`src/rtl/axi_stream_pkg.sv`:
```
// Shared definitions for the stream generator/sink pair: register map,
// control/status bit positions and the sink checker state encoding.
package axi_stream_pkg;

  localparam logic [31:0] REG_CONTROL      = 32'h00;
  localparam logic [31:0] REG_STATUS       = 32'h04;
  localparam logic [31:0] REG_PKT_COUNT    = 32'h08;
  localparam logic [31:0] REG_BEAT_COUNT   = 32'h0C;
  localparam logic [31:0] REG_LAST_LEN     = 32'h10;
  localparam logic [31:0] REG_LAST_ID_DEST = 32'h14;
  localparam logic [31:0] REG_ERR_COUNT    = 32'h18;

  localparam int CTRL_ENABLE   = 0;
  localparam int CTRL_CLEAR    = 1;
  localparam int CTRL_THROTTLE = 2;

  localparam int STAT_IN_PKT = 0;
  localparam int STAT_ERROR  = 1;

  typedef enum logic {
    ST_IDLE   = 1'b0,
    ST_IN_PKT = 1'b1
  } sink_state_e;

  // Counters stick at all-ones instead of wrapping.
  function automatic logic [31:0] sat_inc(input logic [31:0] v);
    return (v == 32'hFFFF_FFFF) ? v : v + 32'd1;
  endfunction

endpackage

```
`src/rtl/axi_lite_regs_slave.sv`:
```
// AXI4-Lite slave handshake plus a register file with one writable CONTROL
// register; all other mapped registers are read-only views of the inputs.
module axi_lite_regs_slave #(
  parameter int DATA_W = 32,
  parameter int ADDR_W = 5
) (
  input  logic              clock,
  input  logic              resetn,
  input  logic [ADDR_W-1:0] awaddr_i,
  input  logic              awvalid_i,
  output logic              awready_o,
  input  logic [DATA_W-1:0] wdata_i,
  input  logic              wvalid_i,
  output logic              wready_o,
  output logic [1:0]        bresp_o,
  output logic              bvalid_o,
  input  logic              bready_i,
  input  logic [ADDR_W-1:0] araddr_i,
  input  logic              arvalid_i,
  output logic              arready_o,
  output logic [DATA_W-1:0] rdata_o,
  output logic [1:0]        rresp_o,
  output logic              rvalid_o,
  input  logic              rready_i,
  output logic [DATA_W-1:0] ctrl_o,
  output logic              clear_o,
  input  logic [DATA_W-1:0] status_i,
  input  logic [DATA_W-1:0] pkt_count_i,
  input  logic [DATA_W-1:0] beat_count_i,
  input  logic [DATA_W-1:0] last_len_i,
  input  logic [DATA_W-1:0] last_id_dest_i,
  input  logic [DATA_W-1:0] err_count_i
);
  import axi_stream_pkg::*;

  localparam logic [DATA_W-1:0] CLEAR_MASK = ~(DATA_W'(1) << CTRL_CLEAR);

  logic              awready_q, awready_d;
  logic              wr_en_q, wr_en_d;
  logic [ADDR_W-1:0] waddr_q;
  logic [DATA_W-1:0] wdata_q;
  logic              bvalid_q, bvalid_d;
  logic [DATA_W-1:0] ctrl_q, ctrl_d;
  logic              arready_q, arready_d;
  logic              rvalid_q, rvalid_d;
  logic [DATA_W-1:0] rdata_q, rdata_d;
  logic              aw_hs, ar_hs, wr_ctrl;
  logic [DATA_W-1:0] rd_mux;

  function automatic logic [31:0] word_addr(input logic [ADDR_W-1:0] a);
    logic [31:0] w;
    w = '0;
    w[ADDR_W-1:0] = a;
    w[1:0] = 2'b00;
    return w;
  endfunction

  always_comb begin
    aw_hs     = awready_q & awvalid_i & wvalid_i;
    awready_d = awvalid_i & wvalid_i & ~awready_q & ~wr_en_q & ~bvalid_q;
    wr_en_d   = aw_hs;
    wr_ctrl   = wr_en_q && (word_addr(waddr_q) == REG_CONTROL);
    ctrl_d    = wr_ctrl ? (wdata_q & CLEAR_MASK) : ctrl_q;
    bvalid_d  = wr_en_q ? 1'b1 : (bready_i ? 1'b0 : bvalid_q);

    ar_hs     = arready_q & arvalid_i;
    arready_d = arvalid_i & ~arready_q & ~rvalid_q;
    rvalid_d  = ar_hs ? 1'b1 : (rready_i ? 1'b0 : rvalid_q);
    rdata_d   = ar_hs ? rd_mux : rdata_q;
  end

  always_comb begin
    rd_mux = '0;
    case (word_addr(araddr_i))
      REG_CONTROL:      rd_mux = ctrl_q;
      REG_STATUS:       rd_mux = status_i;
      REG_PKT_COUNT:    rd_mux = pkt_count_i;
      REG_BEAT_COUNT:   rd_mux = beat_count_i;
      REG_LAST_LEN:     rd_mux = last_len_i;
      REG_LAST_ID_DEST: rd_mux = last_id_dest_i;
      REG_ERR_COUNT:    rd_mux = err_count_i;
      default:          rd_mux = '0;
    endcase
  end

  always_ff @(posedge clock or negedge resetn) begin
    if (!resetn) begin
      awready_q <= 1'b0;
      wr_en_q   <= 1'b0;
      waddr_q   <= '0;
      wdata_q   <= '0;
      bvalid_q  <= 1'b0;
      ctrl_q    <= '0;
      arready_q <= 1'b0;
      rvalid_q  <= 1'b0;
      rdata_q   <= '0;
    end else begin
      awready_q <= awready_d;
      wr_en_q   <= wr_en_d;
      if (aw_hs) begin
        waddr_q <= awaddr_i;
        wdata_q <= wdata_i;
      end
      bvalid_q  <= bvalid_d;
      ctrl_q    <= ctrl_d;
      arready_q <= arready_d;
      rvalid_q  <= rvalid_d;
      rdata_q   <= rdata_d;
    end
  end

  // Clear is live only in the cycle the CONTROL write lands; it is never stored.
  assign clear_o   = wr_ctrl & wdata_q[CTRL_CLEAR];
  assign ctrl_o    = ctrl_q;
  assign awready_o = awready_q;
  assign wready_o  = awready_q;
  assign bvalid_o  = bvalid_q;
  assign bresp_o   = 2'b00;
  assign arready_o = arready_q;
  assign rvalid_o  = rvalid_q;
  assign rdata_o   = rdata_q;
  assign rresp_o   = 2'b00;

endmodule

```
`src/rtl/axi_stream_sink.sv`:
```
// AXI4-Stream traffic checker: verifies the incrementing per-packet pattern
// and keeps packet/beat/error statistics readable over AXI4-Lite.
module axi_stream_sink #(
  parameter int STREAM_DATA_WIDTH  = 32,
  parameter int STREAM_ID_WIDTH    = 2,
  parameter int C_S_AXI_DATA_WIDTH = 32,
  parameter int C_S_AXI_ADDR_WIDTH = 5
) (
  input  logic                            clock,
  input  logic                            resetn,
  input  logic [STREAM_DATA_WIDTH-1:0]    TDATA,
  input  logic                            TLAST,
  input  logic [STREAM_ID_WIDTH-1:0]      TID,
  input  logic [1:0]                      TDEST,
  input  logic                            TVALID,
  output logic                            TREADY,
  input  logic [C_S_AXI_ADDR_WIDTH-1:0]   S_AXI_AWADDR,
  input  logic [2:0]                      S_AXI_AWPROT,
  input  logic                            S_AXI_AWVALID,
  output logic                            S_AXI_AWREADY,
  input  logic [C_S_AXI_DATA_WIDTH-1:0]   S_AXI_WDATA,
  input  logic [C_S_AXI_DATA_WIDTH/8-1:0] S_AXI_WSTRB,
  input  logic                            S_AXI_WVALID,
  output logic                            S_AXI_WREADY,
  output logic [1:0]                      S_AXI_BRESP,
  output logic                            S_AXI_BVALID,
  input  logic                            S_AXI_BREADY,
  input  logic [C_S_AXI_ADDR_WIDTH-1:0]   S_AXI_ARADDR,
  input  logic [2:0]                      S_AXI_ARPROT,
  input  logic                            S_AXI_ARVALID,
  output logic                            S_AXI_ARREADY,
  output logic [C_S_AXI_DATA_WIDTH-1:0]   S_AXI_RDATA,
  output logic [1:0]                      S_AXI_RRESP,
  output logic                            S_AXI_RVALID,
  input  logic                            S_AXI_RREADY
);
  import axi_stream_pkg::*;

  // state     | meaning
  // ST_IDLE   | between packets, next beat is beat 0
  // ST_IN_PKT | first beat taken, waiting for TLAST

  localparam int BYTES_PER_BEAT = STREAM_DATA_WIDTH / 8;

  sink_state_e                   state_q, state_d;
  logic [23:0]                   beat_idx_q, beat_idx_d;
  logic [STREAM_ID_WIDTH-1:0]    first_id_q;
  logic [1:0]                    first_dest_q;
  logic                          tready_q, toggle_q;
  logic [31:0]                   pkt_count_q, beat_count_q, err_count_q;
  logic [31:0]                   last_len_q, last_id_dest_q;
  logic                          error_q;

  logic [C_S_AXI_DATA_WIDTH-1:0] ctrl, status;
  logic                          clear, enable, throttle;
  logic                          fire, in_pkt, beat_err;
  logic [STREAM_DATA_WIDTH-1:0]  expected;
  logic [STREAM_ID_WIDTH-1:0]    pkt_id;
  logic [1:0]                    pkt_dest;
  logic                          unused_ok;

  assign enable   = ctrl[CTRL_ENABLE];
  assign throttle = ctrl[CTRL_THROTTLE];
  assign fire     = TVALID & tready_q;
  assign TREADY   = tready_q;

  always_ff @(posedge clock or negedge resetn) begin
    if (!resetn) state_q <= ST_IDLE;
    else         state_q <= state_d;
  end

  always_comb begin
    state_d = state_q;
    case (state_q)
      ST_IDLE:   if (fire && !TLAST) state_d = ST_IN_PKT;
      ST_IN_PKT: if (fire && TLAST)  state_d = ST_IDLE;
      default:   state_d = ST_IDLE;
    endcase
  end

  always_comb begin
    in_pkt     = (state_q == ST_IN_PKT);
    expected   = STREAM_DATA_WIDTH'(beat_idx_q);
    pkt_id     = in_pkt ? first_id_q : TID;
    pkt_dest   = in_pkt ? first_dest_q : TDEST;
    beat_err   = fire && ((TDATA != expected) ||
                          (in_pkt && ((TID != first_id_q) || (TDEST != first_dest_q))));
    beat_idx_d = beat_idx_q;
    if (fire) beat_idx_d = TLAST ? 24'd0 : beat_idx_q + 24'd1;
  end

  // Throttle: the toggle flips every cycle, gating TREADY to every other cycle.
  always_ff @(posedge clock or negedge resetn) begin
    if (!resetn) begin
      toggle_q <= 1'b0;
      tready_q <= 1'b0;
    end else begin
      toggle_q <= throttle ? ~toggle_q : 1'b0;
      tready_q <= enable & (~throttle | toggle_q);
    end
  end

  always_ff @(posedge clock or negedge resetn) begin
    if (!resetn) begin
      beat_idx_q     <= '0;
      first_id_q     <= '0;
      first_dest_q   <= '0;
      pkt_count_q    <= '0;
      beat_count_q   <= '0;
      err_count_q    <= '0;
      last_len_q     <= '0;
      last_id_dest_q <= '0;
      error_q        <= 1'b0;
    end else begin
      beat_idx_q <= beat_idx_d;
      if (fire && !in_pkt) begin
        first_id_q   <= TID;
        first_dest_q <= TDEST;
      end
      if (fire && TLAST) begin
        last_len_q     <= (32'(beat_idx_q) + 32'd1) * 32'(BYTES_PER_BEAT);
        last_id_dest_q <= 32'({pkt_id, 6'b000000, pkt_dest});
      end
      // A clear landing on a fire cycle drops that beat's statistics.
      if (clear) begin
        pkt_count_q  <= '0;
        beat_count_q <= '0;
        err_count_q  <= '0;
        error_q      <= 1'b0;
      end else begin
        if (fire)          beat_count_q <= sat_inc(beat_count_q);
        if (fire && TLAST) pkt_count_q  <= sat_inc(pkt_count_q);
        if (beat_err) begin
          err_count_q <= sat_inc(err_count_q);
          error_q     <= 1'b1;
        end
      end
    end
  end

  always_comb begin
    status              = '0;
    status[STAT_IN_PKT] = in_pkt;
    status[STAT_ERROR]  = error_q;
  end

  axi_lite_regs_slave #(
    .DATA_W (C_S_AXI_DATA_WIDTH),
    .ADDR_W (C_S_AXI_ADDR_WIDTH)
  ) u_regs (
    .clock          (clock),
    .resetn         (resetn),
    .awaddr_i       (S_AXI_AWADDR),
    .awvalid_i      (S_AXI_AWVALID),
    .awready_o      (S_AXI_AWREADY),
    .wdata_i        (S_AXI_WDATA),
    .wvalid_i       (S_AXI_WVALID),
    .wready_o       (S_AXI_WREADY),
    .bresp_o        (S_AXI_BRESP),
    .bvalid_o       (S_AXI_BVALID),
    .bready_i       (S_AXI_BREADY),
    .araddr_i       (S_AXI_ARADDR),
    .arvalid_i      (S_AXI_ARVALID),
    .arready_o      (S_AXI_ARREADY),
    .rdata_o        (S_AXI_RDATA),
    .rresp_o        (S_AXI_RRESP),
    .rvalid_o       (S_AXI_RVALID),
    .rready_i       (S_AXI_RREADY),
    .ctrl_o         (ctrl),
    .clear_o        (clear),
    .status_i       (status),
    .pkt_count_i    (C_S_AXI_DATA_WIDTH'(pkt_count_q)),
    .beat_count_i   (C_S_AXI_DATA_WIDTH'(beat_count_q)),
    .last_len_i     (C_S_AXI_DATA_WIDTH'(last_len_q)),
    .last_id_dest_i (C_S_AXI_DATA_WIDTH'(last_id_dest_q)),
    .err_count_i    (C_S_AXI_DATA_WIDTH'(err_count_q))
  );

  assign unused_ok = ^{S_AXI_AWPROT, S_AXI_ARPROT, S_AXI_WSTRB, ctrl};

endmodule

```
`config.mk`:
```
export PLATFORM = sky130hd
export DESIGN_NAME = axi_stream_sink
export DESIGN_NICKNAME = d
export VERILOG_FILES = /design/src/rtl/axi_stream_pkg.sv /design/src/rtl/axi_lite_regs_slave.sv /design/src/rtl/axi_stream_sink.sv
export SDC_FILE = /design/constraint.sdc
export NUM_CORES = 1
export LEC_CHECK = 0
export ABC_AREA = 1
export CORE_UTILIZATION = 35
export CTS_BUF_LIST = sky130_fd_sc_hd__clkbuf_16
export DETAILED_ROUTE_END_ITERATION = 6
export HOLD_SLACK_MARGIN = 0.12
export SLEW_MARGIN = 20
export SYNTH_ARGS = -nofsm -noshare
export SYNTH_HDL_FRONTEND = slang
export SYNTH_SLANG_ARGS = --single-unit
```
`constraint.sdc`:
```
create_clock -name clock -period 1.75 [get_ports clock]
set_input_delay 0.35 -clock clock [delete_from_list [all_inputs] [get_ports clock]]
set_output_delay 0.35 -clock clock [all_outputs]
set_load 0.03 [all_outputs]
```
Word level (Yosys, flattened, before mapping)
Cells that the tools add are included.
{"block": "word_totals", "ff_bits": 267, "mem_bits_ro": 0, "output_inout_bits": 42, "latchBits": 0, "word_cells": 105, "n_memories": 0, "in_bits": 97, "mem_bits_rw": 0}
{"block": "classes", "magnitude_cmp": 0, "n_eq_ne": 15, "shifts": 0, "multipliers": 0, "n_reduce_logical": 20, "n_bitwise": 21, "div": 0, "n_addsub": 5, "n_mux": 23}
{"operator": "$mux 32", "count": 9}
{"operator": "$pmux 32 s7", "count": 1}
{"operator": "$add 32x1->32 const B", "count": 3}
{"operator": "$eq 32x32->1 const B", "count": 3}
{"operator": "$ne 32x24->1", "count": 1}
{"operator": "$add 24x1->25 const B", "count": 1}
{"operator": "$add 24x1->24 const B", "count": 1}
{"operator": "$mux 24", "count": 1}
{"operator": "$and 1x1->1", "count": 12}
{"operator": "$reduce_bool 2->1", "count": 5}
{"operator": "$eq 3x3->1 const B", "count": 3}
{"operator": "$mux 1", "count": 9}
{"operator": "$not 1->1", "count": 8}
{"operator": "$eq 3x2->1 const B", "count": 2}
{"operator": "$logic_and 1x1->1", "count": 6}
{"operator": "$logic_not 3->1", "count": 2}
{"operator": "$ne 2x2->1 const B", "count": 3}
{"operator": "$reduce_and 2->1", "count": 3}
{"operator": "$mux 2", "count": 2}
{"operator": "$ne 2x2->1", "count": 2}
{"operator": "$eq 3x1->1 const B", "count": 1}
{"operator": "$logic_not 1->1", "count": 2}
{"operator": "$logic_or 1x1->1", "count": 2}
{"operator": "$pmux 1 s2", "count": 1}
{"operator": "$or 1x1->1", "count": 1}

Logic depth before layout (Yosys ltp)
Gate-level depths: netlist of the first run.
{"block": "depth", "word_depth": 7, "mapped_depth": 14, "depth_no_buf": 13}

Hierarchy
A second synthesis of the first run with hierarchy kept.
{"block": "hier_totals", "cells_unflattened": 2403, "area_unflattened_um2": 16407.0}
{"module": "axi_stream_sink", "instances": 1, "cells_each": 1459, "seq_area_each_um2": 3928.8, "area_each_um2": 9972.1}
{"module": "axi_lite_regs_slave", "instances": 1, "cells_each": 944, "seq_area_each_um2": 2577.5, "area_each_um2": 6434.9}

Worst setup path after synthesis of the first run
No wires, ideal clock.
{"block": "synth_timing", "path_kind": "flip-flop to flip-flop", "from": "register beat_count_q[0]", "to": "register beat_count_q[11]", "period_less_slack_ns": 1.878, "t_arrival_ns": 1.802, "n_path_buf": 1, "path_stages_with_launch": 12, "required_time_ns": 1.674, "setup_slack_ns": -0.128, "setup_time_ns": 0.076, "path_cell_list": "dfrtp_1 ha_1 nand2_1 nor2_2 nand2_1 inv_2 nand3_1 inv_2 a21oi_2 clkbuf_1 nand4_1 o21ai_1"}
{"block": "synth_via", "elab_chain_len": 4, "word_cells_on_any_way": 7, "cone_classes": "1 x add/sub; 2 x eq/ne; 3 x mux; 1 x reduce/logical"}
{"element": "start: declaration", "line": "axi_stream_sink.sv:50", "text": "logic [31:0] pkt_count_q, beat_count_q, err_count_q;"}
{"element": "start signal: assignment", "line": "axi_stream_sink.sv:131", "text": "if (fire) beat_count_q <= sat_inc(beat_count_q);"}
{"element": "$add 32x1->32", "line": "axi_stream_pkg.sv:27", "text": "return (v == 32'hFFFF_FFFF) ? v : v + 32'd1;"}
{"element": "$mux 32", "line": "axi_stream_pkg.sv:27"}
{"element": "$mux 32", "line": "axi_stream_sink.sv:131"}
{"element": "$mux 32", "line": "axi_stream_sink.sv:125", "text": "if (clear) begin"}
Parallel ways exist; a longest one is shown, timed or not. The select of a mux whose other input is x is not followed.
A chain may end at the register's enable or synchronous reset.

Worst setup path after layout of the first run
{"block": "layout_timing", "from": "register beat_idx_q[1]", "to": "register err_count_q[29]"}
{"block": "layout_via", "elab_chain_len": 5}
{"element": "start: declaration", "line": "axi_stream_sink.sv:46", "text": "logic [23:0] beat_idx_q, beat_idx_d;"}
{"element": "start signal: assignment", "line": "axi_stream_sink.sv:115", "text": "beat_idx_q <= beat_idx_d;"}
{"element": "$ne 32x24->1", "line": "axi_stream_sink.sv:86", "text": "beat_err = fire && ((TDATA != expected) ||"}
{"element": "$logic_or 1x1->1", "line": "axi_stream_sink.sv:86"}
{"element": "$logic_and 1x1->1", "line": "axi_stream_sink.sv:86"}
{"element": "$reduce_bool 2->1 (no line)"}
{"element": "$reduce_and 2->1 (no line)"}
{"element": "end signal: assignment", "line": "axi_stream_sink.sv:134", "text": "err_count_q <= sat_inc(err_count_q);"}
{"element": "end: declaration", "line": "axi_stream_sink.sv:50"}
Every way passes these cells.

==> impl_metrics.sql, run 1 <==
INSERT INTO impl_metrics (metric_group, metric, value, unit) VALUES
('yosys', 'count_of_distinct_cell_types_in_the_synthesized_netlist', '45', ''),
('floorplanning', 'num_rows', '74', ''),
('outcome', 'run_status', 'finished with violations', ''),
('routing', 'detailedRoute.firstPassIterationCount', '5', ''),
('yosys', 'synth_top_family_by_area', 'simple AND/OR/NAND/NOR gates', ''),
('worst_setup_path', 'path_common_cell', 'nand2_1', ''),
('yosys', 'synth_simple_gate_area_frac', '0.3295', ''),
('yosys', 'mappedNetlistArea', '14770', 'um2'),
('sta', 'fmax', '524.4', 'MHz'),
('clock_network', 'post_cts_clock_slew_at_the_launch_and_capture_registers_of_the_worst_setup_and_hold_paths', '0.06', 'ns'),
('worst_setup_path', 'path_class', 'reg -> reg', ''),
('sta', 'finalCritPeriodShare', '1.090', ''),
('floorplanning', 'core-area', '41200', 'um2'),
('yosys', 'ys_dominant_reg_cell', 'dfrtp_1', ''),
('worst_setup_path', 'crit_arrival', '2.43', 'ns'),
('global_routing', 'grt_first_pass_wirelength', '88580', 'um'),
('floorplanning', 'initial_utilization', '0.3585', ''),
('routing', 'antenna_left', '0', ''),
('pwr', 'pwr-share-clk', '0.287', ''),
('final_layout', 'layout.nets', '2602', ''),
('worst_setup_path', 'end_of_the_worst_register_to_register_path', 'err_count_q[29]', ''),
('sta', 'report.final.hold_viol_count', '0', ''),
('worst_setup_path', 'cp_num_cells', '12', ''),
('pwr', 'share_comb_of_total_power', '0.322', ''),
('place', 'place_worst_setup_slack', '-0.7391', 'ns'),
('yosys', 'count_of_flip_flops_with_a_built_in_enable_after_synthesis', '0', ''),
('place', 'numPortBuffers', '120', ''),
('worst_setup_path', 'ff2ff_path_depth', '12', ''),
('yosys', 'post_synth_inst_count', '2065', ''),
('yosys', 'synth_compound_area_frac', '0.1032', ''),
('final_layout', 'finalInstanceArea', '21680', 'um2'),
('final_layout', 'area.growth.synth_to_final', '46.82', '%'),
('routing', 'drt_iter0_drc', '1309', ''),
('global_routing', 'antenna_found_initial', '2', ''),
('yosys', 'synth-seq-area-share', '0.4405', ''),
('floorplanning', 'fp.dieArea', '43020', 'um2'),
('sta', 'number_of_max_slew_violations_in_the_final_report', '0', ''),
('global_routing', 'grt_util_all_layers', '0.2652', ''),
('sta', 'setup_viol', '61', ''),
('pwr', 'power_switching', '7.781', 'mW'),
('clock_network', 'clkSinkCount', '260', ''),
('job', 'max_cap_viol_count', '0', ''),
('final_layout', 'num_antenna_cells', '0', ''),
('pwr', 'vdd.ir_drop.worst', '785.0', 'uV'),
('routing', 'detailroute.via_count', '15740', ''),
('sta', 'setup_slack', '-0.1571', 'ns'),
('worst_setup_path', 'crit_path_start_kind', 'flop', ''),
('yosys', 'postSynthAreaPerCell', '7.152', 'um2'),
('worst_setup_path', 'slowest_library_cell_on_the_worst_path', 'dfrtp_1', ''),
('worst_setup_path', 'crit_path_cell_trace', 'buf_6 -> xnor2_2 -> nand2_1 -> nor2_2 -> nand2_1 -> nor2_1 -> nand3_2 -> nand3_4 -> buf_12 -> buf_16 -> nand3_1 -> nand2_1', ''),
('yosys', 'muxShareOfSynthArea', '0', ''),
('clock_network', 'cts_tree', 'done', ''),
('place', 'placement.cell_area', '19090', 'um2'),
('yosys', 'yosys_register_bits', '260', ''),
('yosys', 'synth_xor_area_frac', '0.03855', ''),
('floorplanning', 'die_width', '207.4', 'um'),
('clock_network', 'cts.root.buffer_cell', 'clkbuf_16', ''),
('routing', 'routed_via_density', '5.150', ''),
('routing', 'finalWirelength', '58760', 'um'),
('worst_setup_path', 'setup.worst_path.end_class', 'flop', ''),
('clock_network', 'tritoncts.num_buffers', '30', ''),
('worst_setup_path', 'timing.critical_path.slowest_cell_delay', '0.41', 'ns'),
('routing', 'remaining_drc_errors', '0', ''),
('worst_setup_path', 'setup.reg_to_reg.worst_slack', '-0.16', 'ns'),
('min_path', 'hp-class', 'in -> async', ''),
('worst_setup_path', 'crit-reg2reg-launch', 'beat_idx_q[1]', ''),
('outcome', 'failed_checks', 'negative setup slack', ''),
('worst_setup_path', 'timing.critical_path.buf_inv', '3', ''),
('floorplanning', 'vertical_extent_of_the_die', '207.4', 'um'),
('global_routing', 'grt_pass1_vias', '15130', ''),
('yosys', 'synth_fa_ha_area_frac', '0.003389', '');
## how the worst max path moves through the flow
| stage | from | to | slack (ns) |
|---|---|---|---|
| after detailed placement | S_AXI_ARADDR[3] | u_regs.rdata_o[4] | -0.74 |
| final | beat_idx_q[1] | err_count_q[29] | -0.16 |
| after CTS | beat_idx_q[0] | beat_idx_q[22] | -0.12 |
| after global routing | err_count_q[1] | err_count_q[29] | -0.25 |
| after global placement | S_AXI_ARADDR[3] | u_regs.rdata_o[4] | -0.72 |
| after floorplan | beat_count_q[1] | beat_count_q[20] | 0.01 |
## synthesized netlist by cell type, types with 4 or more instances
master | number | area share
o22ai_1 | 15 | 0.0064
inv_2 | 14 | 0.0036
xnor2_1 | 22 | 0.013
dfrtp_1 | 260 | 0.44
xor2_1 | 43 | 0.025
o221ai_1 | 7 | 0.0042
clkbuf_1 | 53 | 0.013
nor2_2 | 5 | 0.0021
nand3_1 | 129 | 0.044
ha_1 | 4 | 0.0034
nand3b_1 | 8 | 0.0041
nor3_1 | 55 | 0.019
buf_2 | 13 | 0.0044
buf_1 | 9 | 0.0023
o21ai_0 | 138 | 0.047
buf_4 | 6 | 0.0030
a21oi_1 | 11 | 0.0037
nand4_1 | 63 | 0.027
nand2_1 | 708 | 0.18
nor4_1 | 6 | 0.0025
o211ai_1 | 13 | 0.0066
o21ai_1 | 50 | 0.017
o2111ai_1 | 6 | 0.0036
nor2_1 | 158 | 0.040
and2_1 | 5 | 0.0021
inv_1 | 217 | 0.055
o31ai_1 | 9 | 0.0046
a221oi_1 | 9 | 0.0053
## stage by stage
step,TNS (ns),cells,hold WS (ns),util
3_3_place_gp,-45.98,2961,0.3183,0.4632
4_1_cts,-3.806,3032,0.2952,0.4977
6_report,-4.797,3056,0.2975,0.5263
2_1_floorplan,0,2068,0.05441,-
3_5_place_dp,-49.03,2961,0.3177,0.4632
5_1_grt,-13.70,3056,0.3169,0.5263
## worst reg2reg max path, delay by kind of cell (launching register included)
family	cells	cell delay (ns)
simple gates	8	0.90
xor+xnor	1	0.17
flops	1	0.41
buf+inv	3	0.38
## metal layers
metal	vias to the layer above	routed length, um	GRT usage
li1	7568	-	-
met1	7505	26330	0.3715
met2	555	26930	0.4281
met3	107	3590	0.02965
met4	4	1880	0.08389
met5	-	28	0
## logic make-up (layout without fill, tap and decap cells)
logic type	after synthesis	in the layout
fa+ha+maj	4	4
xor+xnor	65	65
compound gates	268	268
flops	260	260
simple gates	1151	1151
other cells	1	4
buf+inv	316	772
## layout by cell type, fill, tap and decap left out, types with 8 or more instances in the layout
master	count
o21ai_2	33
clkdlybuf4s50_1	80
clkinv_1	10
nand3_2	31
nand2_2	54
clkbuf_16	38
buf_12	31
dfrtp_1	252
buf_4	312
inv_2	13
buf_6	11
o211ai_1	13
a221oi_1	8
nand3b_1	8
nor3_2	14
xnor2_1	19
nand3_1	94
dfrtp_2	8
nor3_4	9
o21ai_0	122
o21ai_1	32
nand2_4	9
nand2_1	645
clkdlybuf4s15_2	18
xor2_1	35
inv_1	215
nor3_1	35
nand4_1	63
nor2_1	137
o22ai_1	15
dlygate4sd2_1	10
nor2_4	9
nor2_2	19
## power by group through the flow
stage                     Combinational (mW)  Clock [mW]  Sequential [mW]
after floorplan                         2.74           0             8.36
after global placement                  5.91           0             8.46
after detailed placement                5.99           0             8.48
after CTS                               6.29        6.33             8.40
after global routing                    7.59        6.59             8.60
final                                   6.99        6.23             8.47
## state kept, by name, indices dropped and copies added, names as in the netlist, named ones only
signal and flops:
u_regs.rvalid_o 1, beat_idx_q 24, u_regs.awready_o 1, last_len_q 25
toggle_q 1, error_q 1, first_dest_q 2, first_id_q 2
u_regs.rdata_o 32, TREADY 1, err_count_q 32, u_regs.waddr_q 3
u_regs.bvalid_o 1, beat_count_q 32, u_regs.arready_o 1, u_regs.wr_en_q 1
pkt_count_q 32, u_regs.wdata_q 32, last_id_dest_q 4, u_regs.ctrl_o 31
## cell type report
type | count | area [um2]
multi-input cells | 1492 | 8099
repair buffers | 486 | 4561
fillers | 3919 | 19520
well taps | 532 | 665.6
clock inverters | 25 | 205.2
inverters | 231 | 887.1
flip-flops and latches | 260 | 6516
clock buffers | 30 | 750.7
## repair_timing
item	in CTS	in global routing
hold buffers	1	0
buffers inserted	12	20
endpoints found under the hold margin	175	0
gates resized for setup	141	247
gates cloned	3	10
pin swaps	22	78
setup endpoints to repair	132	149
(Power assumes the default switching activity.)
==> inputs of run 2 (changes only) <==
Settings changed: GPL_ROUTABILITY_DRIVEN from default to 0.
==> run 2 against run 1 <==
Compared with the run above:
- the flow still finishes with violations (negative setup slack)
- sequential power about the same
- clock skew down 0.0014 ns
- via count about the same
==> impl_metrics.sql, run 2 (synthesis results as in run 1) <==
INSERT INTO impl_metrics (metric_group, metric, value, unit) VALUES
('sta', 'setup_viol', '55', ''),
('worst_setup_path', 'worst-path-max-fanout', '8', ''),
('routing', 'drt_iter0_drc', '1558', ''),
('final_layout', 'stdcell_count', '2994', ''),
('routing', 'antenna_left', '0', ''),
('clock_network', 'clock_insertion_delay_worst_skew', '0.59', 'ns'),
('sta', 'number_of_max_slew_violations_in_the_final_report', '0', ''),
('place', 'place.detailed.instances', '2897', ''),
('clock_network', 'post_cts_clock_slew_at_the_launch_and_capture_registers_of_the_worst_setup_and_hold_paths', '0.07', 'ns'),
('worst_setup_path', 'crit_path_cell_trace', 'buf_4 -> xor2_1 -> nor2_1 -> nand3_1 -> nor2_1 -> nand3_2 -> nand3_4 -> buf_6 -> nand3_1 -> nand2_1', ''),
('clock_network', 'cts-htree-levels', '1', ''),
('final_layout', 'num_antenna_cells', '0', ''),
('floorplanning', 'num_rows', '74', ''),
('floorplanning', 'num_io_pins', '139', ''),
('clock_network', 'clkSinkCount', '260', ''),
('final_layout', 'share_of_post_route_cells_with_drive_strength_above_1', '0.2307', ''),
('pwr', 'pwr-share-clk', '0.302', ''),
('place', 'place_worst_setup_slack', '-0.6786', 'ns'),
('routing', 'drt-wirelength-per-cell', '18.49', 'um'),
('job', 'max_cap_viol_count', '0', ''),
('pwr', 'fin_total_pwr', '21.51', 'mW'),
('global_routing', 'grt_pass1_vias', '14950', ''),
('sta', 'report.final.hold_viol_count', '0', ''),
('routing', 'remaining_drc_errors', '0', ''),
('final_layout', 'final.fill_count', '3871', ''),
('worst_setup_path', 'ff2ff_path_depth', '10', ''),
('floorplanning', 'vertical_extent_of_the_die', '207.4', 'um'),
('clock_network', 'clock_tree.buffer_depth', '3', ''),
('global_routing', 'antenna_found_initial', '1', ''),
('place', 'place_hpwl', '40430', 'um'),
('final_layout', 'final_common_cell', 'nand2_1', ''),
('sta', 'worst-slew-pin-transition', '0.5867', 'ns'),
('worst_setup_path', 'path_class', 'reg -> reg', ''),
('worst_setup_path', 'worst_ep_required_time', '2.27', 'ns'),
('pwr', 'share_comb_of_total_power', '0.304', ''),
('floorplanning', 'die_width', '207.4', 'um'),
('clock_network', 'tritoncts.num_buffers', '29', ''),
('routing', 'detailedRoute.firstPassIterationCount', '5', ''),
('place', 'numPortBuffers', '120', ''),
('pwr', 'p_int', '13.87', 'mW'),
('pwr', 'power.share.sequential', '0.395', ''),
('clock_network', 'cts.root.buffer_cell', 'clkbuf_16', ''),
('worst_setup_path', 'setup.reg_to_reg.worst_slack', '-0.15', 'ns'),
('worst_setup_path', 'crit_path_start_kind', 'flop', ''),
('floorplanning', 'initial_utilization', '0.3585', ''),
('sta', 'fmax', '525.6', 'MHz'),
('worst_setup_path', 'setup.worst_path.start', 'beat_idx_q[10]', ''),
('worst_setup_path', 'crit-reg2reg-launch', 'beat_idx_q[10]', ''),
('global_routing', 'grt_start_max_net_pins', '71', ''),
('worst_setup_path', 'cp_num_cells', '10', ''),
('worst_setup_path', 'end_of_the_worst_register_to_register_path', 'err_count_q[15]', ''),
('sta', 'finalCritPeriodShare', '1.087', ''),
('floorplanning', 'fp.dieArea', '43020', 'um2'),
('pwr', 'power_switching', '7.637', 'mW'),
('final_layout', 'mostFrequentLayoutCells', '667 x nand2_1, 257 x buf_4, 251 x dfrtp_1', ''),
('outcome', 'run_status', 'finished with violations', ''),
('outcome', 'failed_checks', 'negative setup slack', ''),
('sta', 'rsz_0062_raised_after_global_routing', 'yes', ''),
('worst_setup_path', 'timing.critical_path.buf_inv', '2', ''),
('worst_setup_path', 'timing.critical_path.slowest_cell_delay', '0.45', 'ns'),
('worst_setup_path', 'slowest_library_cell_on_the_worst_path', 'dfrtp_2', ''),
('sta', 'timing.clock.skew', '0.01490', 'ns'),
('pwr', 'p_sw_frac', '0.3551', ''),
('floorplanning', 'core-area', '41200', 'um2'),
('sta', 'finalSetupTns', '-4.732', 'ns'),
('global_routing', 'grt_util_all_layers', '0.2476', ''),
('routing', 'finalWirelength', '55360', 'um'),
('clock_network', 'cts_tree', 'done', ''),
('global_routing', 'grt_first_pass_wirelength', '83880', 'um'),
('routing', 'routed_via_density', '5.256', ''),
('pwr', 'p_leak', '9.842', 'nW'),
('pwr', 'cellPowerDensity', '1025', 'nW/um2'),
('final_layout', 'layout.nets', '2543', ''),
('pwr', 'vdd.ir_drop.worst', '880.0', 'uV'),
('routing', 'detailroute.via_count', '15740', ''),
('global_routing', 'global_route.overflow_total', '0', ''),
('sta', 'setup_slack', '-0.1525', 'ns'),
('worst_setup_path', 'timing.critical_path.max_delay_family', 'simple AND/OR/NAND/NOR gates', ''),
('worst_setup_path', 'cp-endpoint', 'err_count_q[15]', ''),
('worst_setup_path', 'crit_arrival', '2.42', 'ns'),
('sta', 'final.min_clock_period', '1.903', 'ns'),
('final_layout', 'area.growth.synth_to_final', '42.04', '%'),
('min_path', 'hp-class', 'in -> async', ''),
('worst_setup_path', 'setup.worst_path.end_class', 'flop', ''),
('sta', 'max_slew_margin', '0.6072', '');
[run 2: power groups by stage]
| stage | logic, mW | clock network, mW | registers [mW] |
|---|---|---|---|
| 2_1_floorplan | 2.74 | 0 | 8.36 |
| 3_3_place_gp | 5.54 | 0 | 8.50 |
| 3_5_place_dp | 5.66 | 0 | 8.52 |
| 4_1_cts | 5.90 | 6.59 | 8.44 |
| 5_1_grt | 7.09 | 6.78 | 8.61 |
| 6_report | 6.53 | 6.49 | 8.49 |
[run 2: what timing repair did]
item / in CTS / in global routing
endpoints found under the hold margin: 228 / 0
setup buffers: 17 / 20
resized for setup: 125 / 191
pin swaps: 25 / 59
setup endpoints to repair: 137 / 142
gates cloned: 4 / 10
hold buffers: 1 / 0
[run 2: metrics by stage]
step	hold slack, ns	util	area (um2)
finish	0.2977	0.5091	20980
global route	0.3304	0.5091	20980
CTS	0.2954	0.4863	20040
detailed placement	0.3154	0.4513	18590
global placement	0.3148	0.4513	18590
floorplan	0.05441	-	14810
[run 2: worst reg2reg max path, cell delays in order (launching register included)]
cell,delay [ns]
dfrtp_2,0.45
buf_4,0.15
xor2_1,0.15
nor2_1,0.17
nand3_1,0.10
nor2_1,0.13
nand3_2,0.18
nand3_4,0.16
buf_6,0.17
nand3_1,0.08
nand2_1,0.07
[run 2: cell type report]
cell class	instances	area (um2)	share of cell area
Inverter	231	884.6	0.04217
Tap cell	532	665.6	0.03173
Multi-Input combinational cell	1493	7900	0.3766
Sequential cell	260	6518	0.3107
Clock inverter	22	261.5	0.01247
Timing Repair Buffer	426	4015	0.1914
Timing Repair inverter	1	7.507	0.0003579
Clock buffer	29	725.7	0.03459
[run 2: how the worst min path moves through the flow]
stage                       from         endpoint  slack, ns  cells after the start
after floorplan           resetn           TREADY       0.05                      0
after global placement    resetn  err_count_q[19]       0.31                      1
after detailed placement  resetn  err_count_q[24]       0.32                      1
after CTS                 resetn  err_count_q[24]       0.30                      2
after global routing      resetn  err_count_q[24]       0.33                      2
final                     resetn  err_count_q[24]       0.30                      2
[run 2: routing by layer]
metal  global-route usage  share of wire
met1               0.3361           0.42
met2               0.3903           0.45
met3              0.03752          0.084
met4               0.1109          0.048
met5                    0        0.00023
==> inputs of run 3 (changes only) <==
Settings changed: PLACE_DENSITY from default to 0.58.
==> run 3 against run 2 <==
Compared with the run above:
- the run still ends with negative setup slack left
- largest power group unchanged
- sequential power down 0.6%
- non-clock buffer count is 7 higher
- critical path depth rose by 1
- design area shrank 0.64%
- worst hold slack got worse by 0.039 ns
- clock power fell by 1%
- clock-buffer cell count did not move
- largest cell class unchanged
- combinational power is 0.9% lower
==> impl_metrics.sql, run 3 (synthesis results as in run 1) <==
INSERT INTO impl_metrics (metric_group, metric, value, unit) VALUES
('worst_setup_path', 'ff2ff_path_depth', '11', ''),
('pwr', 'cellPowerDensity', '1022', 'nW/um2'),
('routing', 'drt-wirelength-per-cell', '18.49', 'um'),
('worst_setup_path', 'crit_arrival', '2.40', 'ns'),
('routing', 'detailedRoute.firstPassIterationCount', '6', ''),
('sta', 'setup_slack', '-0.1234', 'ns'),
('worst_setup_path', 'crit_path_start_kind', 'flop', ''),
('clock_network', 'cts-htree-levels', '1', ''),
('global_routing', 'global_route.overflow_total', '0', ''),
('routing', 'routed_via_density', '5.219', ''),
('place', 'numPortBuffers', '120', ''),
('routing', 'detailroute.via_count', '15670', ''),
('worst_setup_path', 'worst-path-max-fanout', '6', ''),
('outcome', 'run_status', 'finished with violations', ''),
('worst_setup_path', 'worst_ep_required_time', '2.27', 'ns'),
('clock_network', 'clock_tree.buffer_depth', '3', ''),
('sta', 'setup_viol', '73', ''),
('global_routing', 'antenna_found_initial', '1', ''),
('global_routing', 'grt_first_pass_wirelength', '84250', 'um'),
('pwr', 'p_leak', '9.828', 'nW'),
('final_layout', 'area.growth.synth_to_final', '41.13', '%'),
('clock_network', 'tritoncts.num_buffers', '29', ''),
('outcome', 'failed_checks', 'negative setup slack', ''),
('min_path', 'hp-class', 'in -> async', ''),
('sta', 'number_of_max_slew_violations_in_the_final_report', '0', ''),
('final_layout', 'share_of_post_route_cells_with_drive_strength_above_1', '0.2307', ''),
('sta', 'timing.clock.skew', '0.02359', 'ns'),
('global_routing', 'grt_pass1_vias', '14990', ''),
('sta', 'fmax', '533.8', 'MHz'),
('floorplanning', 'num_rows', '74', ''),
('pwr', 'fin_total_pwr', '21.31', 'mW'),
('final_layout', 'final.fill_count', '3863', ''),
('routing', 'finalWirelength', '55520', 'um'),
('floorplanning', 'vertical_extent_of_the_die', '207.4', 'um'),
('sta', 'final.min_clock_period', '1.873', 'ns'),
('worst_setup_path', 'crit-reg2reg-launch', 'beat_count_q[22]', ''),
('worst_setup_path', 'setup.worst_path.end_class', 'flop', ''),
('sta', 'worst-slew-pin-transition', '0.5256', 'ns'),
('sta', 'report.final.hold_viol_count', '0', ''),
('clock_network', 'cts.root.buffer_cell', 'clkbuf_16', ''),
('place', 'place_hpwl', '40700', 'um'),
('final_layout', 'num_antenna_cells', '0', ''),
('sta', 'finalCritPeriodShare', '1.071', ''),
('clock_network', 'clkSinkCount', '260', ''),
('final_layout', 'finalInstanceArea', '20840', 'um2'),
('floorplanning', 'num_io_pins', '139', ''),
('routing', 'antenna_left', '0', ''),
('final_layout', 'postLayoutCoreUtil', '0.5059', ''),
('place', 'place_worst_setup_slack', '-0.5503', 'ns'),
('floorplanning', 'initial_utilization', '0.3585', ''),
('floorplanning', 'core-area', '41200', 'um2'),
('routing', 'drt_iter0_drc', '1414', ''),
('final_layout', 'mostFrequentLayoutCells', '667 x nand2_1, 273 x buf_4, 252 x dfrtp_1', ''),
('sta', 'max_slew_margin', '0.6496', ''),
('place', 'placement.cell_area', '18560', 'um2'),
('worst_setup_path', 'path_class', 'reg -> reg', ''),
('clock_network', 'cts_tree', 'done', ''),
('clock_network', 'post_cts_clock_slew_at_the_launch_and_capture_registers_of_the_worst_setup_and_hold_paths', '0.07', 'ns'),
('global_routing', 'grt_start_max_net_pins', '63', ''),
('worst_setup_path', 'setup.reg_to_reg.worst_slack', '-0.12', 'ns'),
('pwr', 'vdd.ir_drop.worst', '959.3', 'uV'),
('final_layout', 'layout.nets', '2549', ''),
('worst_setup_path', 'end_of_the_worst_register_to_register_path', 'beat_count_q[29]', ''),
('routing', 'remaining_drc_errors', '0', ''),
('global_routing', 'grt_util_all_layers', '0.2498', ''),
('sta', 'rsz_0062_raised_after_global_routing', 'yes', ''),
('floorplanning', 'fp.dieArea', '43020', 'um2'),
('job', 'max_cap_viol_count', '0', ''),
('floorplanning', 'die_width', '207.4', 'um'),
('clock_network', 'clock_insertion_delay_worst_skew', '0.60', 'ns'),
('final_layout', 'final_common_cell', 'nand2_1', '');
==> run 3: worst max-delay path by stage <==
stage | start | slack [ns] | to
floorplan | beat_count_q[1] | 0.01 | beat_count_q[20]
global placement | S_AXI_ARADDR[3] | -0.53 | u_regs.rdata_o[0]
detailed placement | S_AXI_ARADDR[3] | -0.55 | u_regs.rdata_o[0]
CTS | err_count_q[0] | -0.1 | err_count_q[31]
global route | beat_idx_q[0] | -0.21 | last_len_q[22]
finish | beat_count_q[22] | -0.12 | beat_count_q[29]
==> run 3: area by class of cell <==
cell class / count / area [um2] / share of cell area
Timing Repair Buffer: 433 / 3946 / 0.1893
Clock inverter: 25 / 261.5 / 0.01255
Multi-Input combinational cell: 1492 / 7821 / 0.3752
Tap cell: 532 / 665.6 / 0.03193
Clock buffer: 29 / 725.7 / 0.03482
Sequential cell: 260 / 6516 / 0.3126
Inverter: 231 / 899.6 / 0.04316
Timing Repair inverter: 1 / 7.507 / 0.0003602
==> run 3: power breakdown <==
part | total, mW | switching [mW] | internal, mW
registers | 8.44 | 1.11 | 7.33
clock network | 6.41 | 2.76 | 3.65
logic | 6.47 | 3.74 | 2.72
==> run 3: timing repair <==
item | CTS | global route
gates cloned | 5 | 8
hold buffers | 1 | 0
pin swaps | 9 | 60
gates resized for setup | 128 | 189
setup buffers | 17 | 22
setup endpoints to repair | 147 | 152
hold endpoints to repair | 260 | 0
==> run 3: layer usage <==
layer	routed length (um)	GRT usage
met1	23520	0.3386
met2	24860	0.3978
met3	4420	0.03631
met4	2705	0.1071
met5	13	0
==> run 3: worst max-delay path, cell delays in order (launching register included) <==
cell and delay, ns:
dfrtp_1 0.36, inv_1 0.07, nor3_2 0.21, nand2_2 0.11, nor3_4 0.32, nand2_4 0.12, nand2_8 0.12, nand2_8 0.10
buf_6 0.15, clkinvlp_4 0.12, nand2_1 0.07, nand2_1 0.06
==> run 3: per-stage QoR <==
stage	hold WS, ns	std cells	setup TNS, ns
floorplan	0.05441	2068	0
global placement	0.2765	2907	-28.87
detailed placement	0.2734	2907	-32.98
CTS	0.2588	2983	-1.947
global route	0.2879	3003	-12.16
finish	0.2588	3003	-3.801
